<file path="src/rtl/occupancy_counter_if.sv">
// ---------------------------------------------------------------------------
// occupancy_counter_if: sensor inputs and occupancy outputs of the parking-lot
// occupancy counter, bundled for connection between a sensor/gate side
// (master) and the counter itself (slave).
//   Se, Si     : raw external / internal gate sensors, 1 = vehicle present
//   Sc         : lot full (OCC == CAPACITY)
//   OCC        : current occupancy, CNT_W bits
//   ENTRY_EV   : one-cycle pulse per counted entry
//   EXIT_EV    : one-cycle pulse per counted exit
//   ERR        : one-cycle pulse on abort, overflow or underflow attempt
//   OCC_TENS / OCC_UNITS : BCD occupancy, present only with OCC_BCD_OUT_EN
// ---------------------------------------------------------------------------
interface occupancy_counter_if #(
  parameter int unsigned CNT_W = 4
);
  logic             Se;
  logic             Si;
  logic             Sc;
  logic [CNT_W-1:0] OCC;
  logic             ENTRY_EV;
  logic             EXIT_EV;
  logic             ERR;
`ifdef OCC_BCD_OUT_EN
  logic [3:0]       OCC_TENS;
  logic [3:0]       OCC_UNITS;

  modport master (
    output Se, Si,
    input  Sc, OCC, ENTRY_EV, EXIT_EV, ERR, OCC_TENS, OCC_UNITS
  );

  modport slave (
    input  Se, Si,
    output Sc, OCC, ENTRY_EV, EXIT_EV, ERR, OCC_TENS, OCC_UNITS
  );
`else
  modport master (
    output Se, Si,
    input  Sc, OCC, ENTRY_EV, EXIT_EV, ERR
  );

  modport slave (
    input  Se, Si,
    output Sc, OCC, ENTRY_EV, EXIT_EV, ERR
  );
`endif
endinterface

</file>
<file path="src/rtl/occupancy_counter.sv">
// ---------------------------------------------------------------------------
// occupancy_counter: counts vehicles inside a parking lot from the order in
// which the external (Se) and internal (Si) sensors see them, and raises the
// lot-full flag Sc for the downstream gate controller.
//   Entry : Se -> both -> Si -> none.   Exit : Si -> both -> Se -> none.
// Ports
//   CLK_P : divided FSM clock, all state changes on its rising edge
//   RST   : asynchronous active-high reset
//   bus   : occupancy_counter_if.slave
//             in  Se, Si            raw sensors (synchronised internally)
//             out Sc, OCC           registered full flag and occupancy
//             out ENTRY_EV, EXIT_EV one-cycle count pulses
//             out ERR               one-cycle abort / overflow / underflow
//             out OCC_TENS, OCC_UNITS  BCD occupancy (OCC_BCD_OUT_EN only)
// Optional feature macro: OCC_BCD_OUT_EN (adds registered BCD outputs).
// ---------------------------------------------------------------------------
module occupancy_counter #(
  parameter int unsigned CAPACITY    = 15,
  parameter int unsigned CNT_W       = 4,
  parameter int unsigned TIMEOUT_CYC = 2000,
  parameter int unsigned TMR_W       = 11
) (
  input  logic               CLK_P,
  input  logic               RST,
  occupancy_counter_if.slave bus
);

  localparam logic [CNT_W-1:0] CAP_V    = CNT_W'(CAPACITY);
  localparam logic [TMR_W-1:0] TMR_LAST = TMR_W'(TIMEOUT_CYC - 1);

  typedef enum logic [2:0] {
    S_IDLE,
    S_EN1,
    S_EN2,
    S_EN3,
    S_EX1,
    S_EX2,
    S_EX3,
    S_ABORT
  } state_e;

  // Sensor synchronisers
  logic se_meta_q, se_sync_q;
  logic si_meta_q, si_sync_q;

  state_e           state_q, state_d;
  logic [TMR_W-1:0] timer_q, timer_d;
  logic [CNT_W-1:0] occ_q, occ_d;
  logic             sc_q, sc_d;
  logic             entry_ev_q, entry_ev_d;
  logic             exit_ev_q, exit_ev_d;
  logic             err_q, err_d;

  // 2-FF synchronisers; the FSM only ever sees se_sync_q / si_sync_q
  always_ff @(posedge CLK_P or posedge RST) begin
    if (RST) begin
      se_meta_q <= 1'b0;
      se_sync_q <= 1'b0;
      si_meta_q <= 1'b0;
      si_sync_q <= 1'b0;
    end else begin
      se_meta_q <= bus.Se;
      se_sync_q <= se_meta_q;
      si_meta_q <= bus.Si;
      si_sync_q <= si_meta_q;
    end
  end

  // State, timer and output registers
  always_ff @(posedge CLK_P or posedge RST) begin
    if (RST) begin
      state_q    <= S_IDLE;
      timer_q    <= '0;
      occ_q      <= '0;
      sc_q       <= 1'b0;
      entry_ev_q <= 1'b0;
      exit_ev_q  <= 1'b0;
      err_q      <= 1'b0;
    end else begin
      state_q    <= state_d;
      timer_q    <= timer_d;
      occ_q      <= occ_d;
      sc_q       <= sc_d;
      entry_ev_q <= entry_ev_d;
      exit_ev_q  <= exit_ev_d;
      err_q      <= err_d;
    end
  end

  // Next-state, timeout, commit and output decode
  logic [1:0] pat;
  state_e     pat_next;
  logic       commit_entry;
  logic       commit_exit;
  logic       tracking;
  logic       timeout;

  always_comb begin
    pat          = {se_sync_q, si_sync_q};
    pat_next     = state_q;
    commit_entry = 1'b0;
    commit_exit  = 1'b0;
    state_d      = state_q;
    timer_d      = timer_q;
    occ_d        = occ_q;
    sc_d         = sc_q;
    entry_ev_d   = 1'b0;
    exit_ev_d    = 1'b0;
    err_d        = 1'b0;

    // Pattern-driven transition table
    case (state_q)
      S_IDLE: begin
        case (pat)
          2'b10:   pat_next = S_EN1;
          2'b01:   pat_next = S_EX1;
          2'b11:   pat_next = S_ABORT;
          default: pat_next = S_IDLE;
        endcase
      end
      S_EN1: begin
        case (pat)
          2'b11:   pat_next = S_EN2;
          2'b00:   pat_next = S_IDLE;
          2'b01:   pat_next = S_EN3;
          default: pat_next = S_EN1;
        endcase
      end
      S_EN2: begin
        case (pat)
          2'b01:   pat_next = S_EN3;
          2'b10:   pat_next = S_EN1;
          2'b00:   pat_next = S_ABORT;
          default: pat_next = S_EN2;
        endcase
      end
      S_EN3: begin
        case (pat)
          2'b00: begin
            pat_next     = S_IDLE;
            commit_entry = 1'b1;
          end
          2'b11:   pat_next = S_EN2;
          2'b10:   pat_next = S_ABORT;
          default: pat_next = S_EN3;
        endcase
      end
      S_EX1: begin
        case (pat)
          2'b11:   pat_next = S_EX2;
          2'b00:   pat_next = S_IDLE;
          2'b10:   pat_next = S_EX3;
          default: pat_next = S_EX1;
        endcase
      end
      S_EX2: begin
        case (pat)
          2'b10:   pat_next = S_EX3;
          2'b01:   pat_next = S_EX1;
          2'b00:   pat_next = S_ABORT;
          default: pat_next = S_EX2;
        endcase
      end
      S_EX3: begin
        case (pat)
          2'b00: begin
            pat_next    = S_IDLE;
            commit_exit = 1'b1;
          end
          2'b11:   pat_next = S_EX2;
          2'b01:   pat_next = S_ABORT;
          default: pat_next = S_EX3;
        endcase
      end
      S_ABORT: begin
        pat_next = (pat == 2'b00) ? S_IDLE : S_ABORT;
      end
      default: pat_next = S_IDLE;
    endcase

    // Timeout overrides whatever the pattern asked for, including a commit
    tracking = (state_q != S_IDLE) && (state_q != S_ABORT);
    timeout  = tracking && (timer_q == TMR_LAST);
    if (timeout) begin
      state_d      = S_ABORT;
      commit_entry = 1'b0;
      commit_exit  = 1'b0;
    end else begin
      state_d = pat_next;
    end

    if ((state_d != state_q) || !tracking) begin
      timer_d = '0;
    end else begin
      timer_d = timer_q + TMR_W'(1);
    end

    // ERR on entry into ABORT only, not while waiting there
    if ((state_d == S_ABORT) && (state_q != S_ABORT)) begin
      err_d = 1'b1;
    end

    // Saturating commits: a forced entry when full or an exit when empty is an error
    if (commit_entry) begin
      if (occ_q < CAP_V) begin
        occ_d      = occ_q + CNT_W'(1);
        entry_ev_d = 1'b1;
      end else begin
        err_d = 1'b1;
      end
    end
    if (commit_exit) begin
      if (occ_q != '0) begin
        occ_d     = occ_q - CNT_W'(1);
        exit_ev_d = 1'b1;
      end else begin
        err_d = 1'b1;
      end
    end

    sc_d = (occ_d == CAP_V);
  end

  assign bus.Sc       = sc_q;
  assign bus.OCC      = occ_q;
  assign bus.ENTRY_EV = entry_ev_q;
  assign bus.EXIT_EV  = exit_ev_q;
  assign bus.ERR      = err_q;

`ifdef OCC_BCD_OUT_EN
  // BCD copy of the occupancy, registered from occ_d so it tracks OCC exactly
  logic [3:0]  occ_tens_q, occ_tens_d;
  logic [3:0]  occ_units_q, occ_units_d;
  int unsigned occ_val;

  always_comb begin
    occ_val     = 32'(occ_d);
    occ_tens_d  = 4'(occ_val / 32'd10);
    occ_units_d = 4'(occ_val % 32'd10);
  end

  always_ff @(posedge CLK_P or posedge RST) begin
    if (RST) begin
      occ_tens_q  <= 4'd0;
      occ_units_q <= 4'd0;
    end else begin
      occ_tens_q  <= occ_tens_d;
      occ_units_q <= occ_units_d;
    end
  end

  assign bus.OCC_TENS  = occ_tens_q;
  assign bus.OCC_UNITS = occ_units_q;
`endif

endmodule

</file>
<file path="src/flat_wrapper.sv">
// flat-port wrapper written by rule: the top's interface ports become plain ports
module occupancy_counter_flat 
#(
  parameter int unsigned CAPACITY    = 15,
  parameter int unsigned CNT_W       = 4,
  parameter int unsigned TIMEOUT_CYC = 2000,
  parameter int unsigned TMR_W       = 11
)
  (CLK_P, RST, bus_Se, bus_Si, bus_Sc, bus_OCC, bus_ENTRY_EV, bus_EXIT_EV, bus_ERR);
  occupancy_counter_if #(.CNT_W(CNT_W)) bus_i ();
  input  logic CLK_P;
  input  logic RST;
  input wire logic [$bits(bus_i.Se)-1:0] bus_Se;
  input wire logic [$bits(bus_i.Si)-1:0] bus_Si;
  output wire logic [$bits(bus_i.Sc)-1:0] bus_Sc;
  output wire logic [$bits(bus_i.OCC)-1:0] bus_OCC;
  output wire logic [$bits(bus_i.ENTRY_EV)-1:0] bus_ENTRY_EV;
  output wire logic [$bits(bus_i.EXIT_EV)-1:0] bus_EXIT_EV;
  output wire logic [$bits(bus_i.ERR)-1:0] bus_ERR;
  assign bus_i.Se = bus_Se;
  assign bus_i.Si = bus_Si;
  assign bus_Sc = bus_i.Sc;
  assign bus_OCC = bus_i.OCC;
  assign bus_ENTRY_EV = bus_i.ENTRY_EV;
  assign bus_EXIT_EV = bus_i.EXIT_EV;
  assign bus_ERR = bus_i.ERR;
  occupancy_counter #(.CAPACITY(CAPACITY), .CNT_W(CNT_W), .TIMEOUT_CYC(TIMEOUT_CYC), .TMR_W(TMR_W)) u_core (.CLK_P(CLK_P), .RST(RST), .bus(bus_i));
endmodule
</file>
<file path="config.mk">
export PLATFORM = sky130hd
export DESIGN_NAME = occupancy_counter_flat
export DESIGN_NICKNAME = d
export VERILOG_FILES = /design/src/rtl/occupancy_counter_if.sv /design/src/rtl/occupancy_counter.sv /design/src/flat_wrapper.sv
export SDC_FILE = /design/constraint.sdc
export NUM_CORES = 1
export LEC_CHECK = 0
export CAP_MARGIN = 20
export CORE_AREA = 2 2 62 64
export DETAILED_ROUTE_END_ITERATION = 10
export DIE_AREA = 0 0 64 66
export PLACE_DENSITY = 0.77
export SYNTH_ARGS = -nofsm -noshare
export SYNTH_HDL_FRONTEND = slang
export SYNTH_SLANG_ARGS = --single-unit
</file>
<file path="constraint.sdc">
create_clock -name CLK_P -period 1.98 [get_ports CLK_P]
set_input_delay 0.198 -clock CLK_P [delete_from_list [all_inputs] [get_ports CLK_P]]
set_output_delay 0.198 -clock CLK_P [all_outputs]
set_load 0.005 [all_outputs]
</file>
==> results.tsv, run 1 <==
stage	metric	value	unit
place	PortBufs	11	
die	die height	66	um
grt	first-pass GRT wire length	6.48	mm
layout	Nets	234	
yosys	mean post-synth cell area	9.77	sq um
layout	fraction of final layout cells with drive strength greater than 1	40.0	%
sta	final hold slack	199	ps
grt	initial antenna violation count	0	
die	initial core utilization	49.0	%
die	row count	22	
setup_path	CP Max Fanout	5	
sta	fin worst setup slack	-81.4	ps
yosys	Async SR Flop Fraction	100	%
clock_tree	Clock transition at path regs	150	ps
sta	post-layout min period	2060	ps
power_and_ir_drop	P per Cell Area	1240	mW/mm^2
clock_tree	# hold bufs at CTS	0	
setup_path	Required @ worst endpoint	2220	ps
power_and_ir_drop	Clock power frac	9.5	%
route	Post-route DRC	0	
yosys	synthesized net count	191	
hold_path	hold crit path type	in2async	
yosys	main flop type after synthesis	dfrtp_1	
grt	vias in the first global route	1511	
route	1st-pass router iterations	4	
yosys	synth warn	0	
clock_tree	# H-tree levels	1	
layout	area occupied by multi-input gates	0.00120	sq mm
power_and_ir_drop	P_int	1610	uW
flow_run	Max-Cap Viols	0	
layout	Layout area overhead	39.6	%
place	global placer's final weighted congestion	0.947	
sta	Fin. Hold Viols	0	
power_and_ir_drop	Gate power share	62.6	%
setup_path	Worst R2R Setup Slack	-80	ps
clock_tree	Max Buffers Root-to-Sink	2	
setup_path	kind of capture point of the worst setup path	flop	
die	Die W	64	um
route	DR iter-0 viols	97	
yosys	cell area after synthesis	0.00174	sq mm
grt	gr ovfl total	0	
setup_path	arrival time worst endpoint	2300	ps
clock_tree	CTS Root Cell	clkbuf_4	
status	status	finished, violations left	
die	core area	0.00355	sq mm
clock_tree	CTS tree	yes	
sta	Final Setup Violations	11	
sta	Slew @ Worst Pin	481	ps
die	I/O Pins	12	
yosys	sequential area share after synthesis	37.4	%
route	WL per Instance	16.9	um
route	drt total wl	4.53	mm
setup_path	R2R Path Start	u_core.se_sync_q	
sta	RSZ-0062 raised after global routing	true	
yosys	number of synthesized flops with an enable pin	0	
route	antenna-violating nets left	0	
setup_path	worst setup path startpoint	u_core.se_sync_q	
power_and_ir_drop	Sequential Power Share	27.8	%
layout	Sequential Area	653	sq um
place	Detailed Place HPWL	2.69	mm
route	vias	1567	
power_and_ir_drop	Tot Pwr	3010	uW
power_and_ir_drop	Leakage	0.000986	uW
layout	number of diodes	0	
clock_tree	clk_lat worst skew	340	ps
sta	Achievable Freq	485	MHz
sta	clock skew	10.5	ps
yosys	Seq cells post-synth	26	
sta	Slew Viols, Final	0	
power_and_ir_drop	switching part of the total	46.6	%
status	failing checks	negative setup slack	
grt	largest net degree at the start of global routing	27	
route	Vias/cell	5.85	
power_and_ir_drop	Switch Pwr	1400	uW
setup_path	R2R Path End	u_core.timer_q[5]	
sta	ratio of final minimum period to clock period	104	%
yosys	number of distinct library cells after synthesis	48	
setup_path	CP Launch Type	flop	
yosys	Syn Inst Count	178	
layout	Fill cells	241	
power_and_ir_drop	Max VDD drop	784	uV
setup_path	worst r2r path cells	8	
clock_tree	CTS Sinks	26	
setup_path	crit path kind	reg2reg	
grt	total track usage	19.2	%
sta	Slew Limit Headroom	67.9	%
die	Die Area	0.00422	sq mm
clock_tree	CTS Buf Count	3	
## Yosys cell counts, types with 2 or more instances
library cell / instances / share of area [%]
dfrtp_1: 26 / 37
nor2_1: 14 / 3.0
nand3_1: 12 / 3.5
inv_1: 11 / 2.4
nand2_1: 11 / 2.4
ha_1: 9 / 6.5
nor4_2: 9 / 6.5
nand2b_1: 6 / 2.2
xnor2_1: 6 / 3.0
a21oi_1: 5 / 1.4
o21ai_0: 5 / 1.4
o211ai_1: 4 / 1.7
xor2_1: 4 / 2.0
a211oi_1: 3 / 1.3
and3_1: 3 / 1.1
clkbuf_1: 3 / 0.65
nand4_1: 3 / 1.1
nor2b_1: 3 / 1.1
o22a_1: 3 / 1.5
a211o_1: 2 / 1.0
a2bb2oi_1: 2 / 1.0
and4b_1: 2 / 1.2
buf_1: 2 / 0.43
buf_2: 2 / 0.58
buf_6: 2 / 1.3
mux2i_1: 2 / 1.2
nor3_1: 2 / 0.58
or2_2: 2 / 0.72
## registers in the layout, summed over array words and instances, names as in the netlist
register,count
u_core.se_sync_q,1
u_core.si_sync_q,1
u_core.bus.Sc,1
u_core.si_meta_q,1
u_core.timer_q,11
u_core.bus.ERR,1
u_core.bus.EXIT_EV,1
u_core.bus.ENTRY_EV,1
u_core.state_q,3
u_core.bus.OCC,4
u_core.se_meta_q,1
## per-layer routing
metal	up-vias	track usage (%)	part of all wire, %
met1	770	20.9	41
met2	58	37.4	53
met4	0	7.61	2.0
met3	10	2.56	3.9
met5	-	0	0
li1	729	-	-
## cell families (layout without fill, tap and decap cells)
group	Yosys count	count (layout)	synth area share, %
flops	26	26	37.4
mux	2	2	1.15
compound gates	34	34	14.8
xor+xnor	10	10	5.04
simple gates	76	76	29.4
buf+inv	21	63	5.76
fa+ha+maj	9	9	6.47
## worst max path at each step
stage | endpoint | cells after the start
2_1_floorplan | u_core.timer_q[10] | 7
3_3_place_gp | u_core.timer_q[1] | 8
3_5_place_dp | u_core.timer_q[7] | 8
4_1_cts | u_core.timer_q[1] | 8
5_1_grt | u_core.timer_q[5] | 8
6_report | u_core.timer_q[5] | 8
## worst max-delay path, cell delays in order (launching register included)
cell and delay, ps:
dfrtp_2 460, ha_2 190, buf_4 150, nor2_1 180, o211ai_1 180, a311o_1 420, nand3_2 130, clkbuf_16 180
nor4_2 50
## per-stage QoR
| stage | area, sq um | TNS, ps | util [%] | std cells | setup slack, ps |
|---|---|---|---|---|---|
| after floorplan | 1740 | 0 | - | 178 | 12.2 |
| after global placement | 2030 | -351 | 57.2 | 251 | -36.9 |
| after detailed placement | 2030 | -990 | 57.2 | 251 | -105 |
| after CTS | 2170 | -2.45 | 61.2 | 257 | -2.45 |
| after global routing | 2430 | -1420 | 68.4 | 268 | -136 |
| final | 2430 | -699 | 68.4 | 268 | -81.4 |
## power groups by stage
stage	combinational (uW)	sequential (uW)	clock, uW
detailed placement	1290	819	0
global placement	1250	806	0
global route	1990	855	317
floorplan	986	734	0
finish	1880	837	287
CTS	1460	810	278
## cells in the final DEF (no fill, tap or decap), types with 2 or more instances in the layout
cell	synthesis	routed
a2bb2oi_1	2	2
ha_2	0	4
nand3_1	12	10
xnor2_1	6	6
o21ai_0	5	3
nor2b_2	0	2
and3_1	3	3
and4b_2	0	2
nand3_2	0	2
xor2_1	4	4
inv_1	11	9
nand2b_1	6	5
nand4_1	3	3
nand2_1	11	11
inv_2	0	2
a211oi_2	1	2
a211o_1	2	2
ha_4	0	3
a21oi_1	5	4
clkbuf_4	0	3
nor4_2	9	2
nor4_4	1	8
dfrtp_1	26	24
clkdlybuf4s50_1	0	11
o22a_1	3	3
buf_6	2	5
buf_4	1	30
nor3_1	2	2
o31ai_2	1	2
nor2_1	14	13
dfrtp_2	0	2
ha_1	9	2
o211ai_1	4	4
## repair_timing
item | in CTS | in global routing
gates resized for setup | 19 | 35
gates cloned | 1 | 2
endpoints found under the setup margin | 13 | 14
setup buffers | 1 | 10
pin swaps | 7 | 10
## layout make-up
cell class	count	area share [%]
inverter	11	1.70
sequential	26	26.9
multi-input combinational	131	49.4
clock buffer	4	1.49
tap	48	2.47
timing repair buffer	48	18.0
Note: power is estimated with default switching activity, not from simulation.
==> run 2: changes to the inputs <==
- CAP_MARGIN: 20 -> not set
==> results of run 2 <==
Final layout, timing and power as in run 1 (identical DEF).
